[src/rtl/y86_pkg.sv]
// Shared Y86-64 definitions: sequencer states, instruction codes and status encodings.
package y86_pkg;

    typedef enum logic [2:0] {
        S_IDLE,
        S_FETCH,
        S_DECODE,
        S_EXECUTE,
        S_MEMORY,
        S_WRITEBACK,
        S_PCUPD,
        S_HALT
    } state_t;

    localparam logic [3:0] IHALT   = 4'h0;
    localparam logic [3:0] INOP    = 4'h1;
    localparam logic [3:0] ICMOVXX = 4'h2;
    localparam logic [3:0] IIRMOVQ = 4'h3;
    localparam logic [3:0] IRMMOVQ = 4'h4;
    localparam logic [3:0] IMRMOVQ = 4'h5;
    localparam logic [3:0] IOPQ    = 4'h6;
    localparam logic [3:0] IJXX    = 4'h7;
    localparam logic [3:0] ICALL   = 4'h8;
    localparam logic [3:0] IRET    = 4'h9;
    localparam logic [3:0] IPUSHQ  = 4'hA;
    localparam logic [3:0] IPOPQ   = 4'hB;

    localparam logic [1:0] SAOK = 2'd0;
    localparam logic [1:0] SHLT = 2'd1;
    localparam logic [1:0] SADR = 2'd2;
    localparam logic [1:0] SINS = 2'd3;

    // Instructions that touch data memory and therefore wait on mem_ready
    function automatic logic is_mem_icode(input logic [3:0] ic);
        return ic inside {IRMMOVQ, IMRMOVQ, ICALL, IRET, IPUSHQ, IPOPQ};
    endfunction

endpackage

[src/rtl/y86_stage_sequencer_perf_counter.sv]
// Busy-cycle and retired-instruction counters for the stage sequencer (used with SEQ_PERF_CNT_EN).
module seq_perf_counter #(
    parameter int unsigned CNT_W = 32
) (
    input  logic             clk,
    input  logic             rst_n,
    input  logic             busy,
    input  logic             retire,
    output logic [CNT_W-1:0] retired_cnt,
    output logic [CNT_W-1:0] cycle_cnt
);

    always_ff @(posedge clk or negedge rst_n) begin
        if (!rst_n) begin
            retired_cnt <= '0;
            cycle_cnt   <= '0;
        end else begin
            if (busy)
                cycle_cnt <= cycle_cnt + 1'b1;
            if (retire)
                retired_cnt <= retired_cnt + 1'b1;
        end
    end

endmodule

[src/rtl/y86_stage_sequencer.sv]
// Sequential Y86-64 stage sequencer FSM with registered per-stage enables.
// Define SEQ_PERF_CNT_EN to add the retired_cnt/cycle_cnt performance counters.
module y86_stage_sequencer
    import y86_pkg::*;
#(
    parameter int unsigned CNT_W       = 32,
    parameter int unsigned MEM_TIMEOUT = 15
) (
    input  logic       clk,
    input  logic       rst_n,
    input  logic       start,
    input  logic [3:0] icode,
    input  logic       instr_valid,
    input  logic       imem_error,
    input  logic       dmem_error,
    input  logic       mem_ready,
    output logic       fetch_en,
    output logic       decode_en,
    output logic       execute_en,
    output logic       memory_en,
    output logic       writeback_en,
    output logic       pc_update_en,
    output logic       cc_update_en,
    output logic       mem_req,
    output logic [1:0] stat,
    output logic       busy,
    output logic       halted
`ifdef SEQ_PERF_CNT_EN
    ,
    output logic [CNT_W-1:0] retired_cnt,
    output logic [CNT_W-1:0] cycle_cnt
`endif
);

    localparam int unsigned WAIT_W = $clog2(MEM_TIMEOUT + 1);

    state_t            state_q, state_d;
    logic [1:0]        stat_d;
    logic [3:0]        icode_q;
    logic [WAIT_W-1:0] wait_q, wait_d;

    always_ff @(posedge clk or negedge rst_n) begin
        if (!rst_n) begin
            state_q <= S_IDLE;
            stat    <= SAOK;
            icode_q <= '0;
            wait_q  <= '0;
        end else begin
            state_q <= state_d;
            stat    <= stat_d;
            wait_q  <= wait_d;
            if (state_q == S_FETCH)
                icode_q <= icode;
        end
    end

    always_comb begin
        state_d = state_q;
        stat_d  = stat;
        wait_d  = '0;
        case (state_q)
            S_IDLE:
                if (start)
                    state_d = S_FETCH;
            S_FETCH: begin
                if (imem_error) begin
                    state_d = S_HALT;
                    stat_d  = SADR;
                end else if (!instr_valid) begin
                    state_d = S_HALT;
                    stat_d  = SINS;
                end else if (icode == IHALT) begin
                    state_d = S_HALT;
                    stat_d  = SHLT;
                end else begin
                    state_d = S_DECODE;
                end
            end
            S_DECODE:  state_d = S_EXECUTE;
            S_EXECUTE: state_d = S_MEMORY;
            S_MEMORY: begin
                if (!is_mem_icode(icode_q)) begin
                    state_d = S_WRITEBACK;
                end else if (mem_ready) begin
                    state_d = dmem_error ? S_HALT : S_WRITEBACK;
                    stat_d  = dmem_error ? SADR : stat;
                end else if (wait_q == WAIT_W'(MEM_TIMEOUT - 1)) begin
                    // This cycle is the last permitted wait without mem_ready
                    state_d = S_HALT;
                    stat_d  = SADR;
                end else begin
                    wait_d = wait_q + 1'b1;
                end
            end
            S_WRITEBACK: state_d = S_PCUPD;
            S_PCUPD:     state_d = S_FETCH;
            S_HALT:      state_d = S_HALT;
            default:     state_d = S_IDLE;
        endcase
    end

    // Outputs are decoded from the next state so each flop is high exactly while in its state
    always_ff @(posedge clk or negedge rst_n) begin
        if (!rst_n) begin
            fetch_en     <= 1'b0;
            decode_en    <= 1'b0;
            execute_en   <= 1'b0;
            memory_en    <= 1'b0;
            writeback_en <= 1'b0;
            pc_update_en <= 1'b0;
            cc_update_en <= 1'b0;
            mem_req      <= 1'b0;
            busy         <= 1'b0;
            halted       <= 1'b0;
        end else begin
            fetch_en     <= (state_d == S_FETCH);
            decode_en    <= (state_d == S_DECODE);
            execute_en   <= (state_d == S_EXECUTE);
            memory_en    <= (state_d == S_MEMORY);
            writeback_en <= (state_d == S_WRITEBACK);
            pc_update_en <= (state_d == S_PCUPD);
            cc_update_en <= (state_d == S_EXECUTE) && (icode_q == IOPQ);
            mem_req      <= (state_d == S_MEMORY) && is_mem_icode(icode_q);
            busy         <= (state_d != S_IDLE) && (state_d != S_HALT);
            halted       <= (state_d == S_HALT);
        end
    end

`ifdef SEQ_PERF_CNT_EN
    seq_perf_counter #(
        .CNT_W(CNT_W)
    ) u_perf (
        .clk        (clk),
        .rst_n      (rst_n),
        .busy       (busy),
        .retire     (pc_update_en),
        .retired_cnt(retired_cnt),
        .cycle_cnt  (cycle_cnt)
    );
`endif

endmodule

[config.mk]
export PLATFORM = sky130hd
export DESIGN_NAME = y86_stage_sequencer
export DESIGN_NICKNAME = d
export VERILOG_FILES = /design/src/rtl/y86_pkg.sv /design/src/rtl/y86_stage_sequencer_perf_counter.sv /design/src/rtl/y86_stage_sequencer.sv
export SDC_FILE = /design/constraint.sdc
export NUM_CORES = 1
export LEC_CHECK = 0
export ABC_AREA = 1
export ABC_CLOCK_PERIOD_IN_PS = 1550
export CAP_MARGIN = 20
export CORE_MARGIN = 5
export CORE_UTILIZATION = 49
export DETAILED_ROUTE_END_ITERATION = 16
export GPL_ROUTABILITY_DRIVEN = 0
export PLACE_DENSITY = 0.88
export SYNTH_ARGS = -nofsm -noshare
export SYNTH_HDL_FRONTEND = slang
export SYNTH_HIERARCHICAL = 1
export SYNTH_SLANG_ARGS = --single-unit
export TNS_END_PERCENT = 5
[constraint.sdc]
create_clock -name clk -period 1.55 [get_ports clk]
set_input_delay 0.2325 -clock clk [delete_from_list [all_inputs] [get_ports clk]]
set_output_delay 0.2325 -clock clk [all_outputs]
set_load 0.02 [all_outputs]
==> reports/summary.md <==
Run status
* finished clean — result of the run

Critical path
* clkdlybuf4s50_1 — cells along the critical path
* reg2out — critical path start-end classification
* 1.26 ns — signal arrival time at the worst endpoint
* flip-flop — Startpoint Class
* writeback_en — end of the worst register-to-register path
* 7 — length in cells of the worst reg-to-reg path
* buffers and inverters — CP top delay family
* 1 — maximum fanout encountered on the critical timing path
* output pin — endpoint class of the critical path
* fetch_en — last element of the critical path
* 1.32 ns — required time at the endpoint of the critical path
* 1 — number of buffer and inverter instances along the worst setup path
* fetch_en — launching instance or port of the critical path
* 0.16 ns — slack of the worst reg-to-reg path
* sky130_fd_sc_hd__clkdlybuf4s50_1 — CP max-delay cell
* 0.60 ns — max incr delay on CP
* state_q[1] — reg2reg start
* 1 — count of cell instances traversed by the critical path

Pwr
* 1826 nW/µm² — P per Cell Area
* 2.577 mW — overall power after layout
* 0.001064 V — Max IR drop VDD
* 0.6611 nW — Leakage

Route
* 9 — Detailed Route Iter0 Violations
* 2 — detailed-routing iteration count for the pre-antenna-repair pass
* 11.69 µm — routed length per instance
* 0 — Post-DRT Antenna Nets
* 1.975 mm — aggregate routed wire length
* 823 — total vias in the final route
* 4.870 — post-DR vias/cell
* 0 — post-detailed-route DRC marker count

STA
* 0.002125 ns — Worst Clk Skew
* 78.52% — tightest slew margin relative to the limit
* 96.53% — Final Cycle Share
* 668.4 MHz — f_max
* false — RSZ-0062 raised after global routing
* 0 — final slew viol count
* 0 — final-report hold violation count
* 0.2665 ns — Post-Route Hold Slack
* 0 — setup-violating endpoint count in the final report
* 1.496 ns — final worst path period need
* 0.3223 ns — Worst-Margin Slew

Floorplan
* 3283 µm² — total die area
* 2170 µm² — standard cell core area
* 23 — Top Ports
* 50.52% — starting utilization of the core area
* 57.30 µm — width of the die
* 17 — row count
* 57.30 µm — die height

Logic synthesis
* 24 — post-synthesis cell type count
* 23 — number of synthesized register bits
* 0 — number of synthesized flops with an enable pin
* 9.786 µm² — Synth Area per Inst
* 6 — synthesis warning total
* sky130_fd_sc_hd__dfrtp_1 — library cell occupying the most area in the post-synthesis netlist
* sky130_fd_sc_hd__dfrtp_1 — prevailing post-synth register cell
* sky130_fd_sc_hd__dfrtp_1 — most common cell in the synthesized netlist
* 52.51% — proportion of netlist area held by the largest area contributor
* sky130_fd_sc_hd__dfrtp_1 53%, sky130_fd_sc_hd__nand2_1 5.8%, sky130_fd_sc_hd__inv_1 4.5% — Synth area leaders
* 1096 µm² — summed instance area of the synthesized netlist
* 52.51% — sequential area share after synthesis
* 112 — Post-Synthesis Cells
* 100.0% — proportion of register bits with asynchronous set or reset after synthesis
* 23 x sky130_fd_sc_hd__dfrtp_1, 17 x sky130_fd_sc_hd__nand2_1, 13 x sky130_fd_sc_hd__inv_1 — synth cell count leaders
* 125 — Synth Net Count

Clock network
* 23 — number of clock sinks
* 0 — CTS Hold Bufs
* 3 — number of buffers inserted during clock tree synthesis
* 0.31 ns — clock network latency to the later pin of the worst-skew pair
* 1 — count of H-tree levels built during CTS
* 2 — number of buffers on the longest clock path
* 0.12 ns — clock-pin slew on the worst setup and hold paths
* sky130_fd_sc_hd__clkbuf_4 — root cell of the clock tree
* done — TritonCTS clock tree

Flow run
* 0 — Max Cap Violations

Placement
* 22 — number of buffers inserted by port buffering
* 1.564 mm — Post-DP HPWL

Final layout
* 28.77% — layout-stage area growth over the synthesis result
* 155 — Layout Nets
* 0 — ANT cells
* 65.05% — final core occ
* 189 — FILL cells
* 24.82% — share of layout cells above drive strength 1

Global route
* 0 — initial antenna violation count
* 0 — global-route congestion overflow total
* 4.525% — M3 GR Usage
* 15.71% — met1 track utilization from global routing
* met2 — peak-usage layer in the global routing report
* 22.35% — met2 Use GR
* 24 — maximum number of pins on one net before global-route repair
* 862 — vias in the first global route
* 13.48% — Total Routing Usage GR
* 3.512 mm — wire length of the first global-routing pass

Worst hold path
* in2async — classification of the worst-slack hold path

[power by group]
group / switching (mW) / internal [mW]
clock: 0.175 / 0.0963
combinational: 0.843 / 0.536
sequential: 0.129 / 0.798
[cell type report]
class                   instances  area [µm²]  area share [%]
clock buffers                   3       22.52           1.596
repair buffers                 25       247.7           17.55
inverters                      18       71.32           5.053
flip-flops and latches         23       575.6           40.78
multi-input cells              71       454.2           32.18
well taps                      28       35.03           2.482
clock inverters                 1       5.005          0.3546
[what timing repair did]
action                                  in CTS  in global routing
setup buffers                                0                  1
endpoints found under the setup margin       0                  7
resized for setup                            0                  4
[sequential cells by signal (all words and copies together) (netlist names)]
signal	count
icode_q	4
wait_q	4
state_q	3
stat	2
busy	1
cc_update_en	1
decode_en	1
execute_en	1
fetch_en	1
halted	1
mem_req	1
memory_en	1
pc_update_en	1
writeback_en	1
[worst min-delay path by stage]
| stage | startpoint | endpoint | slack [ns] | depth (start not counted) |
|---|---|---|---|---|
| after floorplan | rst_n | busy | -0.06 | 0 |
| after global placement | wait_q[0] | wait_q[0] | 0.48 | 1 |
| after detailed placement | wait_q[0] | wait_q[0] | 0.50 | 1 |
| after CTS | rst_n | icode_q[0] | 0.27 | 2 |
| after global routing | rst_n | icode_q[3] | 0.27 | 2 |
| final | rst_n | icode_q[3] | 0.27 | 2 |
[per-layer routing]
metal	routed length (µm)	vias up
met3	135	6
met4	47	0
li1	-	409
met5	0	-
met2	979	25
met1	812	383
[stage by stage]
step	instance area (µm²)	instances	setup slack (ns)	TNS [ns]
finish	1411	169	0.05379	0
CTS	1394	168	0.02338	0
global route	1411	169	0.005797	0
global placement	1366	164	-0.006865	-0.006865
detailed placement	1366	164	-0.05859	-0.08728
floorplan	1096	112	0.1712	0
[cells in the final DEF, fill, tap and decap left out, drive strengths merged, types with 2 or more instances in the layout]
master,instances
o21ai,5
clkinv,2
nand3,9
clkdlybuf4s50,20
a31oi,2
a21oi,2
dlymetal6s2s,2
nand2,26
buf,3
dfrtp,23
clkbuf,3
nor2,15
inv,17
nor3,6
ha,2
[logic make-up (layout without fill, tap and decap cells)]
family / after synthesis / in the layout / synth area share [%]
buffers and inverters: 18 / 47 / 6.507
xor gates and xnor gates: 1 / 1 / 0.7992
and+or+nand+nor: 57 / 57 / 30.02
DFF: 23 / 23 / 52.51
AOI/OAI and AO/OA: 11 / 11 / 7.876
adders and majority gates: 2 / 2 / 2.283
Note: power is estimated with default switching activity, not from simulation.
